--- src/rtl/mem_port_arbiter_if.sv ---
// Bundle of requester, memory-request and memory-response signals around the port arbiter.
// Pure wiring: no state, no added latency.
// Flow control is valid/ready on every channel; ownership is fixed by the modports.
interface mem_port_arbiter_if;
  // instruction-fetch requester
  logic        inst_req_valid;
  logic [31:0] inst_addr;
  logic        inst_req_ready;
  logic        inst_resp_valid;
  logic [31:0] inst_rdata;
  logic        inst_resp_ready;

  // data requester
  logic        data_read;
  logic        data_write;
  logic [31:0] data_addr;
  logic [31:0] data_wdata;
  logic [3:0]  data_wstrb;
  logic        data_req_ready;
  logic        data_resp_valid;
  logic [31:0] data_rdata;
  logic        data_resp_ready;

  // memory side
  logic        mem_read;
  logic        mem_write;
  logic [31:0] mem_addr;
  logic [31:0] mem_wdata;
  logic [3:0]  mem_wstrb;
  logic        mem_req_ready;
  logic        mem_resp_valid;
  logic [31:0] mem_rdata;
  logic        mem_resp_ready;

  // arbiter view
  modport master (
    input  inst_req_valid, inst_addr, inst_resp_ready,
    output inst_req_ready, inst_resp_valid, inst_rdata,
    input  data_read, data_write, data_addr, data_wdata, data_wstrb, data_resp_ready,
    output data_req_ready, data_resp_valid, data_rdata,
    output mem_read, mem_write, mem_addr, mem_wdata, mem_wstrb, mem_resp_ready,
    input  mem_req_ready, mem_resp_valid, mem_rdata
  );

  // requesters-plus-memory view
  modport slave (
    output inst_req_valid, inst_addr, inst_resp_ready,
    input  inst_req_ready, inst_resp_valid, inst_rdata,
    output data_read, data_write, data_addr, data_wdata, data_wstrb, data_resp_ready,
    input  data_req_ready, data_resp_valid, data_rdata,
    input  mem_read, mem_write, mem_addr, mem_wdata, mem_wstrb, mem_resp_ready,
    output mem_req_ready, mem_resp_valid, mem_rdata
  );
endinterface

--- src/rtl/mem_port_arbiter.sv ---
// Shares one memory port between fetch and data stages; tag FIFO routes read responses in order.
// Latency: 0 cycles request->memory and response->requester; only arbitration state is registered.
// Backpressure: selection locks until mem_req_ready; reads stall when the tag FIFO is full.
module mem_port_arbiter #(
  parameter int OUTSTANDING  = 4,
  parameter int STARVE_LIMIT = 4
) (
  input logic             clk,
  input logic             rst,
  mem_port_arbiter_if.master bus
);

  localparam int PW = $clog2(OUTSTANDING);
  localparam int SW = $clog2(STARVE_LIMIT + 1);
  localparam logic [SW-1:0] STARVE_MAX = SW'(STARVE_LIMIT);

  typedef enum logic {
    SRC_INST = 1'b0,
    SRC_DATA = 1'b1
  } src_e;

  // arbitration state
  logic          lock_valid;
  src_e          lock_src;
  logic [SW-1:0] starve_cnt;

  // tag FIFO: one bit per in-flight read, extra pointer bit tells full from empty
  logic [OUTSTANDING-1:0] tag_mem;
  logic [PW:0]            wr_ptr;
  logic [PW:0]            rd_ptr;
  logic                   fifo_empty;
  logic                   fifo_full;
  logic                   head;

  src_e sel;
  logic req_vld;
  logic accept;
  logic push;
  logic pop;

  assign fifo_empty = (wr_ptr == rd_ptr);
  assign fifo_full  = (wr_ptr[PW] != rd_ptr[PW]) && (wr_ptr[PW-1:0] == rd_ptr[PW-1:0]);
  assign head       = tag_mem[rd_ptr[PW-1:0]];

  // Pick the source: a pending lock wins, then starvation relief, then data, then fetch.
  always_comb begin
    sel = SRC_INST;
    if (lock_valid) begin
      sel = lock_src;
    end else if ((starve_cnt == STARVE_MAX) && bus.inst_req_valid) begin
      sel = SRC_INST;
    end else if (bus.data_read || bus.data_write) begin
      sel = SRC_DATA;
    end else begin
      sel = SRC_INST;
    end
  end

  // Present the selected request; reads are withheld while the registered FIFO state is full,
  // so mem_read/mem_write never depend on mem_req_ready.
  always_comb begin
    bus.mem_read  = 1'b0;
    bus.mem_write = 1'b0;
    bus.mem_addr  = bus.inst_addr;
    bus.mem_wdata = bus.data_wdata;
    bus.mem_wstrb = 4'h0;
    if (sel == SRC_DATA) begin
      bus.mem_read  = bus.data_read && !fifo_full;
      bus.mem_write = bus.data_write;
      bus.mem_addr  = bus.data_addr;
      bus.mem_wstrb = bus.data_wstrb;
    end else begin
      bus.mem_read  = bus.inst_req_valid && !fifo_full;
    end
  end

  assign req_vld            = bus.mem_read || bus.mem_write;
  assign accept             = req_vld && bus.mem_req_ready;
  assign push               = bus.mem_read && bus.mem_req_ready;
  assign bus.inst_req_ready = accept && (sel == SRC_INST);
  assign bus.data_req_ready = accept && (sel == SRC_DATA);

  // Response routing follows the FIFO head; both data buses simply mirror memory.
  assign bus.inst_resp_valid = bus.mem_resp_valid && !fifo_empty && !head;
  assign bus.data_resp_valid = bus.mem_resp_valid && !fifo_empty && head;
  assign bus.mem_resp_ready  = !fifo_empty && (head ? bus.data_resp_ready : bus.inst_resp_ready);
  assign bus.inst_rdata      = bus.mem_rdata;
  assign bus.data_rdata      = bus.mem_rdata;
  assign pop                 = bus.mem_resp_valid && bus.mem_resp_ready;

  // Lock holds a presented-but-stalled selection; starvation counter tracks data wins over a waiting fetch.
  always_ff @(posedge clk) begin
    if (rst) begin
      lock_valid <= 1'b0;
      lock_src   <= SRC_INST;
      starve_cnt <= '0;
    end else begin
      if (req_vld && !bus.mem_req_ready) begin
        lock_valid <= 1'b1;
        lock_src   <= sel;
      end else if (accept) begin
        lock_valid <= 1'b0;
      end

      if (!bus.inst_req_valid) begin
        starve_cnt <= '0;
      end else if (accept && (sel == SRC_INST)) begin
        starve_cnt <= '0;
      end else if (accept && (sel == SRC_DATA) && (starve_cnt != STARVE_MAX)) begin
        starve_cnt <= starve_cnt + 1'b1;
      end
    end
  end

  // Tag FIFO pointers: push the source of each accepted read, pop on each consumed response.
  always_ff @(posedge clk) begin
    if (rst) begin
      wr_ptr <= '0;
      rd_ptr <= '0;
    end else begin
      if (push) begin
        wr_ptr <= wr_ptr + 1'b1;
      end
      if (pop) begin
        rd_ptr <= rd_ptr + 1'b1;
      end
    end
  end

  // Tag storage needs no reset: entries are only read between a push and its pop.
  always_ff @(posedge clk) begin
    if (push) begin
      tag_mem[wr_ptr[PW-1:0]] <= (sel == SRC_DATA);
    end
  end

endmodule

--- src/flat_wrapper.sv ---
// flat-port wrapper written by rule: the top's interface ports become plain ports
module mem_port_arbiter_flat 
#(
  parameter int OUTSTANDING  = 4,
  parameter int STARVE_LIMIT = 4
)
  (clk, rst, bus_inst_req_valid, bus_inst_addr, bus_inst_resp_ready, bus_inst_req_ready, bus_inst_resp_valid, bus_inst_rdata, bus_data_read, bus_data_write, bus_data_addr, bus_data_wdata, bus_data_wstrb, bus_data_resp_ready, bus_data_req_ready, bus_data_resp_valid, bus_data_rdata, bus_mem_read, bus_mem_write, bus_mem_addr, bus_mem_wdata, bus_mem_wstrb, bus_mem_resp_ready, bus_mem_req_ready, bus_mem_resp_valid, bus_mem_rdata);
  mem_port_arbiter_if bus_i ();
  input logic clk;
  input logic rst;
  input wire logic [$bits(bus_i.inst_req_valid)-1:0] bus_inst_req_valid;
  input wire logic [$bits(bus_i.inst_addr)-1:0] bus_inst_addr;
  input wire logic [$bits(bus_i.inst_resp_ready)-1:0] bus_inst_resp_ready;
  output wire logic [$bits(bus_i.inst_req_ready)-1:0] bus_inst_req_ready;
  output wire logic [$bits(bus_i.inst_resp_valid)-1:0] bus_inst_resp_valid;
  output wire logic [$bits(bus_i.inst_rdata)-1:0] bus_inst_rdata;
  input wire logic [$bits(bus_i.data_read)-1:0] bus_data_read;
  input wire logic [$bits(bus_i.data_write)-1:0] bus_data_write;
  input wire logic [$bits(bus_i.data_addr)-1:0] bus_data_addr;
  input wire logic [$bits(bus_i.data_wdata)-1:0] bus_data_wdata;
  input wire logic [$bits(bus_i.data_wstrb)-1:0] bus_data_wstrb;
  input wire logic [$bits(bus_i.data_resp_ready)-1:0] bus_data_resp_ready;
  output wire logic [$bits(bus_i.data_req_ready)-1:0] bus_data_req_ready;
  output wire logic [$bits(bus_i.data_resp_valid)-1:0] bus_data_resp_valid;
  output wire logic [$bits(bus_i.data_rdata)-1:0] bus_data_rdata;
  output wire logic [$bits(bus_i.mem_read)-1:0] bus_mem_read;
  output wire logic [$bits(bus_i.mem_write)-1:0] bus_mem_write;
  output wire logic [$bits(bus_i.mem_addr)-1:0] bus_mem_addr;
  output wire logic [$bits(bus_i.mem_wdata)-1:0] bus_mem_wdata;
  output wire logic [$bits(bus_i.mem_wstrb)-1:0] bus_mem_wstrb;
  output wire logic [$bits(bus_i.mem_resp_ready)-1:0] bus_mem_resp_ready;
  input wire logic [$bits(bus_i.mem_req_ready)-1:0] bus_mem_req_ready;
  input wire logic [$bits(bus_i.mem_resp_valid)-1:0] bus_mem_resp_valid;
  input wire logic [$bits(bus_i.mem_rdata)-1:0] bus_mem_rdata;
  assign bus_i.inst_req_valid = bus_inst_req_valid;
  assign bus_i.inst_addr = bus_inst_addr;
  assign bus_i.inst_resp_ready = bus_inst_resp_ready;
  assign bus_inst_req_ready = bus_i.inst_req_ready;
  assign bus_inst_resp_valid = bus_i.inst_resp_valid;
  assign bus_inst_rdata = bus_i.inst_rdata;
  assign bus_i.data_read = bus_data_read;
  assign bus_i.data_write = bus_data_write;
  assign bus_i.data_addr = bus_data_addr;
  assign bus_i.data_wdata = bus_data_wdata;
  assign bus_i.data_wstrb = bus_data_wstrb;
  assign bus_i.data_resp_ready = bus_data_resp_ready;
  assign bus_data_req_ready = bus_i.data_req_ready;
  assign bus_data_resp_valid = bus_i.data_resp_valid;
  assign bus_data_rdata = bus_i.data_rdata;
  assign bus_mem_read = bus_i.mem_read;
  assign bus_mem_write = bus_i.mem_write;
  assign bus_mem_addr = bus_i.mem_addr;
  assign bus_mem_wdata = bus_i.mem_wdata;
  assign bus_mem_wstrb = bus_i.mem_wstrb;
  assign bus_mem_resp_ready = bus_i.mem_resp_ready;
  assign bus_i.mem_req_ready = bus_mem_req_ready;
  assign bus_i.mem_resp_valid = bus_mem_resp_valid;
  assign bus_i.mem_rdata = bus_mem_rdata;
  mem_port_arbiter #(.OUTSTANDING(OUTSTANDING), .STARVE_LIMIT(STARVE_LIMIT)) u_core (.clk(clk), .rst(rst), .bus(bus_i));
endmodule
--- config.mk ---
export PLATFORM = sky130hd
export DESIGN_NAME = mem_port_arbiter_flat
export DESIGN_NICKNAME = d
export VERILOG_FILES = /design/src/rtl/mem_port_arbiter_if.sv /design/src/rtl/mem_port_arbiter.sv /design/src/flat_wrapper.sv
export SDC_FILE = /design/constraint.sdc
export NUM_CORES = 1
export LEC_CHECK = 0
export BUFFER_PORTS_ARGS = -buffer_cell sky130_fd_sc_hd__buf_2
export CORE_AREA = 2 2 107 109
export CTS_CLUSTER_SIZE = 10
export DETAILED_ROUTE_END_ITERATION = 8
export DIE_AREA = 0 0 109 111
export PLACE_DENSITY = 0.62
export SLEW_MARGIN = 20
export SYNTH_ARGS = -nofsm -noshare
export SYNTH_HDL_FRONTEND = slang
export SYNTH_SLANG_ARGS = --single-unit
--- constraint.sdc ---
create_clock -name clk -period 2.4 [get_ports clk]
set_input_delay 0.36 -clock clk [delete_from_list [all_inputs] [get_ports clk]]
set_output_delay 0.36 -clock clk [all_outputs]
set_load 0.05 [all_outputs]
### After elaboration in Yosys (flattened, before gate mapping)

Cells that the tools add are included.

* register bits after elaboration: 15
* output and inout bits: 139
* logic and storage cells: 58

* add/subtract/negate cells: 3
* order comparisons: 3
* eq/ne operators: 5
* mux-type cells: 15
* bitwise logic cells: 2
* reduce and logical (&&, ||, !) cells: 24

Operators by type and width (count)
* 2-to-1 mux 32 bit: 1
* logical AND 1 bit: 16
* 2-to-1 mux 1 bit: 10
* adder 3 x 1 -> 3 bit (second input constant): 3
* < comparator 2 x 3 -> 1 bit (second input constant): 2
* bitwise mux 4 bit: 1
* logical NOT 1 bit: 4
* 2-to-1 mux 4 bit: 1
* equality test 3 bit: 1
* equality test 3 bit (second input constant): 1
* != test 3 bit (second input constant): 1
* OR reduction 3 bit: 1
* binary-select mux 1 bit (select 2 bit): 1
* demux 1 bit (select 2 bit): 1
* equality test 2 bit: 1
* >= comparator 2 x 1 -> 1 bit (second input constant): 1
* logical OR 1 bit: 2
* inverter 1 bit: 2
* nonzero test 2 bit: 1
* != test 1 bit: 1

### Longest topological paths before layout

Gate-level depths: netlist of run 1.

* depth in word-level cells: 9
* mapped depth: 10
* depth with buffers taken out: 7

### Least setup slack after synthesis of run 1

OpenSTA, ideal clock, no wires.

* kind: register to output
* start point: register u_core.starve_cnt[0]
* end point: output port bus_data_req_ready
* arrival: 2.300 ns
* required time: 2.040 ns
* path slack: -0.260 ns
* stages on the path, launching flop included: 6
* path buffers: 0
* cells stage by stage: dfxtp_1 inv_1 ha_1 nand3_1 o21ai_0 nor4_1

* word-level cells in the longest chain between the ends: 8

Ends and longest elaborated chain
* start: declaration: RTL line mem_port_arbiter.sv:25 `logic [SW-1:0] starve_cnt;`
* start signal: assignment: RTL line mem_port_arbiter.sv:110 `starve_cnt <= starve_cnt + 1'b1;`
* equality test 3 bit *: RTL line mem_port_arbiter.sv:50 `end else if ((starve_cnt == STARVE_MAX) && bus.inst_req_valid) begin`
* logical AND 1 bit *: RTL line mem_port_arbiter.sv:50
* 2-to-1 mux 1 bit *: RTL line mem_port_arbiter.sv:50
* 2-to-1 mux 1 bit *: RTL line mem_port_arbiter.sv:48 `if (lock_valid) begin`
* 2-to-1 mux 1 bit: RTL line mem_port_arbiter.sv:67 `if (sel == SRC_DATA) begin`
* logical OR 1 bit: RTL line mem_port_arbiter.sv:77 `assign req_vld = bus.mem_read || bus.mem_write;`
* logical AND 1 bit: RTL line mem_port_arbiter.sv:78 `assign accept = req_vld && bus.mem_req_ready;`
* logical AND 1 bit *: RTL line mem_port_arbiter.sv:81 `assign bus.data_req_ready = accept && (sel == SRC_DATA);`
* end: declaration: RTL line flat_wrapper.sv:23 `output wire logic [$bits(bus_i.data_req_ready)-1:0] bus_data_req_ready;`

Every way passes the cells marked *; elsewhere a longest branch is shown, timed or not.

### Final worst setup path of run 1

* start point: register u_core.starve_cnt[0]
* end point: output port bus_mem_addr[28]

* word-level cells in the longest chain between the ends: 5

Ends and longest elaborated chain
* equality test 3 bit: RTL line mem_port_arbiter.sv:50
* logical AND 1 bit: RTL line mem_port_arbiter.sv:50
* 2-to-1 mux 1 bit: RTL line mem_port_arbiter.sv:50
* 2-to-1 mux 1 bit: RTL line mem_port_arbiter.sv:48
* 2-to-1 mux 32 bit: RTL line mem_port_arbiter.sv:67
* end: declaration: RTL line flat_wrapper.sv:28 `output wire logic [$bits(bus_i.mem_addr)-1:0] bus_mem_addr;`

No other way between the ends.

==> results.cfg, run 1 <==
[place]
gp_congestion = 0.7786
post-place-cells = 476
pre_cts_slack_ps = 185.8
hpwlAfterDp_um = 4589
post_dp_cell_area_mm2 = 0.002301
numPortBuffers = 119

[synthesis]
synth_fp_nets = 462
yosysSeqAreaShare_pct = 15.32
syn_inst = 314
ys.flop_type = dfxtp_1
synthTopCellsByCount = 98 x nand2_1, 96 x buf_4, 11 x and2_1, 11 x dfxtp_1, 11 x nor2_1
synthArstFlopShare_pct = 0
ys_seq_elements = 15
yosys-top-cells-area = buf_4 32%, nand2_1 17%, dfxtp_1 9.9%, edfxtp_1 5.4%, ha_1 3.9%
ys_warn_count = 0
yosysMostFrequentCell = nand2_1
synth-edff-count = 4
syn_area_mm2 = 0.002221
synth_area_leader_cell = buf_4
yosysTopAreaCellShare_pct = 32.45
synth.avg_cell_area_um2 = 7.073
yosysUniqueCellTypes = 44

[power_and_ir_drop]
power.density_mw_per_mm2 = 551.8
leakagePower_nw = 1.322
peakVddDrop_v = 0.0002052
total_power_mw = 1.429

[sta]
min_period_over_period_pct = 95.59
worst_pin_slew_ps = 731.3
finalCriticalPeriod_ps = 2294
finalMaxSlewViolations = 0
fmax_mhz = 435.9
finalSetupViolations = 0
hold_viol = 0
fin_ws_ps = 105.9
whs_ps = 486.5
skew_ps = 5.749
relSlewSlack_pct = 50.84

[clocking]
clk_latency_ps = 250
clkSinkCount = 15
cts_made_buffers = 3
cts_tree = built
cts.path.max_buffers = 2
post_cts_buffers = 0
clk_pin_slew_ps = 50
cts_root_buf = clkbuf_16
htreeDepth = 1

[die]
die-area_mm2 = 0.01210
initial_core_util_pct = 20.05
rows = 39
core_area_mm2 = 0.01108
die_y_um = 111
die_w_um = 109
ioPinCount = 280

[setup_path]
crit_type = reg2out
max_stage_delay_ps = 340
end_kind = output pin
cp-start-kind = flip-flop
path_max_fanout = 11
crit_slowest_cell = dfxtp_2
crit_arrival_ps = 1930
crit_chain = inv_1 > ha_1 > and3_1 > o31a_1 > inv_4 > buf_12 > nand2_1 > nand2_1 > clkbuf_4
crit_required_ps = 2040
worst_path_most_repeated_cell = nand2_1

[global_routing]
globalRouteTotalUtil_pct = 8.836
overflow = 0
grt_max_degree = 37
grt_pass1_wl_um = 8597
antenna_found_initial = 1
first_global_vias = 1909

[drt]
firstDrtPassIters = 4
wirelength_um = 5827
ant_nets = 0
drc = 0
wl_per_cell_um = 12.11
viasPerCell = 4.119
vias = 1981
drtIter0Drc = 79

[status]
status = finished, final reports clean

[final_layout]
areaGrowthSynthToFinish_pct = 16.56
final_nets = 487
drive_gt1_share_pct = 43.49
n_antenna_cell = 0
fin_area_mm2 = 0.002589
instances_no_fill = 481

[hold_path]
min_path_type = in2reg

[flow_run]
drv_cap = 0
-- cell usage in the layout, fill, tap and decap left out, types with 2 or more instances in the layout --
master | synthesis | layout
nand2b_1 | 7 | 7
dfxtp_1 | 11 | 10
clkbuf_16 | 0 | 4
buf_6 | 0 | 15
nor2_1 | 11 | 11
nand4_1 | 2 | 2
nor4_2 | 1 | 2
buf_12 | 0 | 3
or4_1 | 2 | 2
buf_2 | 3 | 81
clkbuf_4 | 0 | 2
mux2_1 | 3 | 3
o31ai_1 | 5 | 5
nand2_1 | 98 | 98
nor2b_1 | 5 | 5
xor2_2 | 2 | 2
buf_4 | 96 | 23
edfxtp_1 | 4 | 4
ha_1 | 7 | 7
mux2i_1 | 4 | 4
and2_1 | 11 | 10
nor3_1 | 3 | 3
a221oi_1 | 2 | 2
inv_1 | 7 | 7
-- power by group --
group | internal [mW] | leakage (nW) | switching [mW] | total, mW
sequential | 0.274 | 0.126 | 0.0163 | 0.290
clock | 0.225 | 0.0382 | 0.104 | 0.329
combinational | 0.282 | 1.16 | 0.528 | 0.809
total | 0.780 | 1.32 | 0.648 | 1.43
-- worst max-delay path: cells and delay by family (launching register included) --
kind,cells,cell delay (ps)
buffers and inverters,4,530
and+or+nand+nor,3,300
adders and majority gates,1,210
DFF,1,340
AOI/OAI and AO/OA,1,290
-- per-stage QoR --
| stage | TNS, ps | util, % |
|---|---|---|
| floorplan | 0 | - |
| global placement | 0 | 20.77 |
| detailed placement | 0 | 20.77 |
| CTS | 0 | 21.68 |
| global route | -12.98 | 23.37 |
| finish | 0 | 23.37 |
-- kinds of logic after synthesis --
| logic type | after synthesis | synth area share, % |
|---|---|---|
| multiplexers | 10 | 5.521 |
| flip-flops | 15 | 15.32 |
| buffers and inverters | 114 | 35.66 |
| adder cells (fa/ha/maj) | 7 | 3.943 |
| XOR/XNOR | 4 | 2.254 |
| AND/OR/NAND/NOR | 147 | 29.97 |
| AO/OA/AOI/OAI | 17 | 7.324 |
-- state kept, by name (all words and copies together), names as in the netlist --
register,count
u_core.tag_mem,4
u_core.rd_ptr,3
u_core.starve_cnt,3
u_core.wr_ptr,3
u_core.lock_src,1
u_core.lock_valid,1
-- final cells by class --
class                           instances  area, um^2
Clock buffer                            4       78.83
Fill cell                            1190        8488
Inverter                                9       36.28
Multi-Input combinational cell        185        1106
Sequential cell                        15       341.6
Tap cell                              143       178.9
Timing Repair Buffer                  125       847.1
-- per-layer routing --
| metal | part of all wire, % | GRT usage [%] | vias up | routed length, um |
|---|---|---|---|---|
| met5 | 0.22 | 0 | - | 13 |
| met3 | 9.2 | 2.646 | 29 | 538 |
| met2 | 49 | 14.82 | 99 | 2851 |
| li1 | - | - | 956 | - |
| met4 | 2.9 | 4.359 | 2 | 169 |
| met1 | 39 | 10.01 | 895 | 2254 |
-- path summary, 6_finish.rpt --
path / start / endpoint / slack [ps] / cells after the start
min: bus_mem_req_ready / u_core.lock_src / 490 / 3
max: u_core.starve_cnt[0] / bus_mem_addr[28] / 110 / 9
max reg2reg: u_core.starve_cnt[0] / u_core.starve_cnt[2] / 400 / 6
min reg2reg: u_core.starve_cnt[0] / u_core.starve_cnt[0] / 500 / 2
-- timing repair --
item | in CTS | in global routing
hold buffers | 0 | 0
pin swaps | 1 | 2
endpoints found under the hold margin | 0 | 0
resized for setup | 8 | 82
cloned | 0 | 1
setup endpoints to repair | 21 | 38
Power figures use the tool's default switching activity.
==> run 2, diff against run 1 <==
==> constraint.sdc (replaced) <==
create_clock -name clk -period 2.4 [get_ports clk]
set_input_delay 0.48 -clock clk [delete_from_list [all_inputs] [get_ports clk]]
set_output_delay 0.48 -clock clk [all_outputs]
set_load 0.05 [all_outputs]
==> results.cfg, run 2 (synthesis gave the netlist of run 1 again) <==
[global_routing]
grt_max_degree = 37
first_global_vias = 1952
overflow = 0
grt_pass1_wl_um = 9680
antenna_found_initial = 0
globalRouteTotalUtil_pct = 10.34

[final_layout]
regArea_um2 = 344.1
layout_commonest_cell = buf_2
n_antenna_cell = 0
drive_gt1_share_pct = 64.35
areaGrowthSynthToFinish_pct = 38.14
largest_reg_flops = 4
final_nets = 494
multiInputGateArea_mm2 = 0.001292
instances_no_fill = 488
fin_util_pct = 27.70
n_fill_cell = 1162
layout_common_cells = 81 x buf_2, 52 x nand2_2, 44 x nand2_1
fin_area_mm2 = 0.003068

[clocking]
clk_pin_slew_ps = 50
cts_root_buf = clkbuf_16
cts.path.max_buffers = 2
clkSinkCount = 15
cts_made_buffers = 3
clk_latency_ps = 240
cts_tree = built
ctsHoldBuffers = 0
htreeDepth = 1

[place]
pre_cts_slack_ps = 42.41
post_dp_cell_area_mm2 = 0.002377
hpwlAfterDp_um = 5030
numPortBuffers = 119
gp_congestion = 0.7951
post-place-cells = 478

[die]
die_y_um = 111
ioPinCount = 280
die-area_mm2 = 0.01210
core_area_mm2 = 0.01108
rows = 39
initial_core_util_pct = 20.05
die_w_um = 109

[drt]
ant_nets = 0
wl_per_cell_um = 14.56
viasPerCell = 4.189
vias = 2044
drc = 0
firstDrtPassIters = 4
wirelength_um = 7106
drtIter0Drc = 41

[setup_path]
reg2reg_slack_ps = 370
r2r-start = u_core.starve_cnt[1]
end_kind = output pin
crit_slowest_cell = o31a_4
crit_buf_inv = 4
path_max_fanout = 8
crit_required_ps = 1920
cpLargestDelayFamily = buffers and inverters
max_stage_delay_ps = 370
crit_type = reg2out
crit_arrival_ps = 1890
worst_path_most_repeated_cell = nand2_1
cp-start-kind = flip-flop
worst-r2r-cell-count = 9
worstReg2RegEnd = u_core.lock_valid
crit_chain = inv_2 > ha_4 > and3_4 > o31a_4 > clkinv_8 > buf_12 > nand2_1 > nand2_1 > buf_6

[sta]
rsz0062_at_grt = true
finalMaxSlewViolations = 0
hold_viol = 0
whs_ps = 524.2
min_period_over_period_pct = 98.84
finalCriticalPeriod_ps = 2372
fmax_mhz = 421.6
fin_setup_tns_ps = 0
worst_pin_slew_ps = 486.8
finalSetupViolations = 0
skew_ps = 1.842
relSlewSlack_pct = 67.27
fin_ws_ps = 27.95

[hold_path]
min_to = u_core.starve_cnt[1]
min-delay-start = u_core.starve_cnt[1]
min_path_type = reg2reg
min_path_cells = 2

[power_and_ir_drop]
total_power_mw = 1.629
peakVddDrop_v = 0.0001985
power.density_mw_per_mm2 = 530.8
leakagePower_nw = 1.467

[flow_run]
drv_cap = 0

[status]
status = finished, final reports clean
run 2: repair_timing:
item / in CTS / in global routing
endpoints found under the hold margin: 0 / 0
pin swaps: 3 / 35
gates cloned: 2 / 2
setup buffers: 4 / 0
gates resized for setup: 73 / 94
setup endpoints to repair: 38 / 37
run 2: cell type report:
type	instances	area share (%)
sequential	15	11.22
tap	143	5.832
clock buffer	3	2.447
timing repair buffer	132	36.70
clock inverter	1	0.1631
multi-input combinational	185	42.13
inverter	9	1.509
run 2: worst max-delay path by stage:
stage,start,end,slack [ps],depth (start not counted)
global route,u_core.starve_cnt[1],bus_mem_addr[7],-30,9
global placement,u_core.starve_cnt[0],bus_mem_addr[20],50,9
detailed placement,u_core.starve_cnt[0],bus_mem_addr[20],40,9
floorplan,u_core.starve_cnt[0],bus_inst_req_ready,2,6
finish,u_core.starve_cnt[1],bus_mem_addr[7],30,9
CTS,u_core.starve_cnt[0],bus_mem_addr[1],3,10
run 2: report_power, final:
part / switching (mW) / internal [mW]
clock network: 0.104 / 0.223
registers: 0.0165 / 0.274
logic: 0.603 / 0.409
run 2: routing by layer:
layer | wire length [um] | share of wire (%) | global-route usage (%) | vias up
met5 | 0 | 0 | 0 | -
met3 | 673 | 9.5 | 4.174 | 35
met4 | 218 | 3.1 | 4.103 | 0
li1 | - | - | - | 973
met2 | 3803 | 54 | 19.30 | 106
met1 | 2410 | 34 | 9.792 | 930
run 2: worst reg2reg max path: stages (launching register included):
cell       delay, ps
dfxtp_2          340
inv_2             50
ha_4             160
and3_4           170
o31a_4           370
clkinv_8         110
clkbuf_16        160
buf_4            150
o32ai_1           80
mux2_1           330
==> run 3, diff against run 2 <==
Settings changed: CAP_MARGIN from default to 20, CELL_PAD_IN_SITES_DETAIL_PLACEMENT from default to 0, CELL_PAD_IN_SITES_GLOBAL_PLACEMENT from default to 2, CORE_AREA 2 2 107 109 to default, CORE_MARGIN from default to 1, CORE_UTILIZATION from default to 14, DIE_AREA 0 0 109 111 to default, PLACE_DENSITY 0.62 to 0.89.
==> results.cfg, run 3 (synthesis gave the netlist of run 1 again) <==
[status]
status = complete, but fails checks
violations = setup timing

[hold_path]
min_to = u_core.lock_src
min_path_cells = 2
min_path_type = reg2reg
min-delay-start = u_core.lock_src

[clocking]
cts_tree = built
clk_latency_ps = 240
cts_root_buf = clkbuf_16
clkSinkCount = 15
clk_pin_slew_ps = 50
htreeDepth = 1
cts.path.max_buffers = 2
cts_made_buffers = 3

[final_layout]
layout_common_cells = 81 x buf_2, 47 x nand2_1, 42 x nand2_2
multiInputGateArea_mm2 = 0.001304
n_antenna_cell = 0
areaGrowthSynthToFinish_pct = 45.80
fin_area_mm2 = 0.003238
drive_gt1_share_pct = 63.07
instances_no_fill = 563
layout_commonest_cell = buf_2
n_fill_cell = 1717
regArea_um2 = 344.1
largest_reg_flops = 4
final_nets = 501

[sta]
skew_ps = 1.397
fin_setup_tns_ps = -818.4
min_period_over_period_pct = 102.2
hold_viol = 0
finalMaxSlewViolations = 0
fin_ws_ps = -53.23
fmax_mhz = 407.6
worst_pin_slew_ps = 585.6
finalSetupViolations = 28
rsz0062_at_grt = true
relSlewSlack_pct = 60.63
finalCriticalPeriod_ps = 2453

[setup_path]
worstReg2RegEnd = u_core.starve_cnt[2]
crit_type = reg2out
cp-start-kind = flip-flop
r2r-start = u_core.starve_cnt[0]
crit_required_ps = 1920
end_kind = output pin
reg2reg_slack_ps = 480
worst-r2r-cell-count = 6
crit_arrival_ps = 1970
path_max_fanout = 7

[power_and_ir_drop]
total_power_mw = 1.662
leakagePower_nw = 1.520
peakVddDrop_v = 0.0002444
power.density_mw_per_mm2 = 513.3

[place]
numPortBuffers = 119
post-place-cells = 548
pre_cts_slack_ps = 102.5
hpwlAfterDp_um = 4616
gp_congestion = 0.7115
post_dp_cell_area_mm2 = 0.002476

[drt]
wl_per_cell_um = 11.77
viasPerCell = 3.515
vias = 1979
wirelength_um = 6626
ant_nets = 0
firstDrtPassIters = 4
drtIter0Drc = 42
drc = 0

[die]
die_w_um = 128.0
initial_core_util_pct = 14.50
core_area_mm2 = 0.01531
rows = 45
die-area_mm2 = 0.01637
ioPinCount = 280
die_y_um = 128.0

[global_routing]
grt_max_degree = 27
overflow = 0
first_global_vias = 1741
antenna_found_initial = 0
grt_pass1_wl_um = 9018
globalRouteTotalUtil_pct = 6.994

[flow_run]
drv_cap = 0
## run 3: changes by cell type in the layout (fill, tap and decap cells not counted), sizes merged
cell      previous run  this run
inv                  8         9
buf                130       138
clkinv               2         0
clkbuf               5         4
clkinvlp             0         1
## run 3: layout make-up
cell class / count / area share [%]
tap: 211 / 8.153
sequential: 15 / 10.63
inverter: 9 / 1.121
clock buffer: 3 / 2.318
clock inverter: 1 / 0.2318
timing repair buffer: 139 / 37.29
multi-input combinational: 185 / 40.26
## run 3: routing by layer
metal / global-route usage, % / up-vias / share of wire, %
li1: - / 990 / -
met1: 8.791 / 883 / 43
met2: 11.35 / 76 / 47
met3: 1.210 / 30 / 7.3
met4: 3.806 / 0 / 3.1
met5: 0 / - / 0
## run 3: repair_timing
action	CTS	global route
gates resized for setup	88	78
buffers inserted	4	4
setup endpoints to repair	38	39
cloned	2	1
hold buffers	0	0
pin swaps	4	36
## run 3: stage by stage
step           hold WS [ps]  util (%)
2_1_floorplan         477.7         -
3_3_place_gp          518.1     16.17
3_5_place_dp          511.8     16.17
4_1_cts               541.7     19.14
5_1_grt               570.6     21.14
6_report              543.6     21.14
## run 3: worst max-delay path by stage
stage	from	endpoint	cells past startpoint
floorplan	u_core.starve_cnt[0]	bus_inst_req_ready	6
global placement	u_core.starve_cnt[0]	bus_mem_addr[10]	9
detailed placement	bus_inst_req_valid	bus_mem_addr[0]	8
CTS	u_core.starve_cnt[0]	bus_mem_wstrb[1]	8
global route	u_core.starve_cnt[0]	bus_mem_addr[2]	10
finish	u_core.starve_cnt[0]	bus_mem_addr[12]	10
## run 3: power breakdown
part | internal (mW) | switching (mW) | total (mW)
sequential | 0.274 | 0.0142 | 0.288
combinational | 0.432 | 0.605 | 1.04
clock | 0.225 | 0.112 | 0.337
## run 3: worst max-delay path: stages (launching register included)
cell,delay (ps)
dfxtp_2,340
inv_2,50
ha_4,160
and3_4,160
o31a_1,330
inv_4,130
buf_6,130
clkbuf_16,160
nand2_2,60
nand2_2,60
buf_8,140
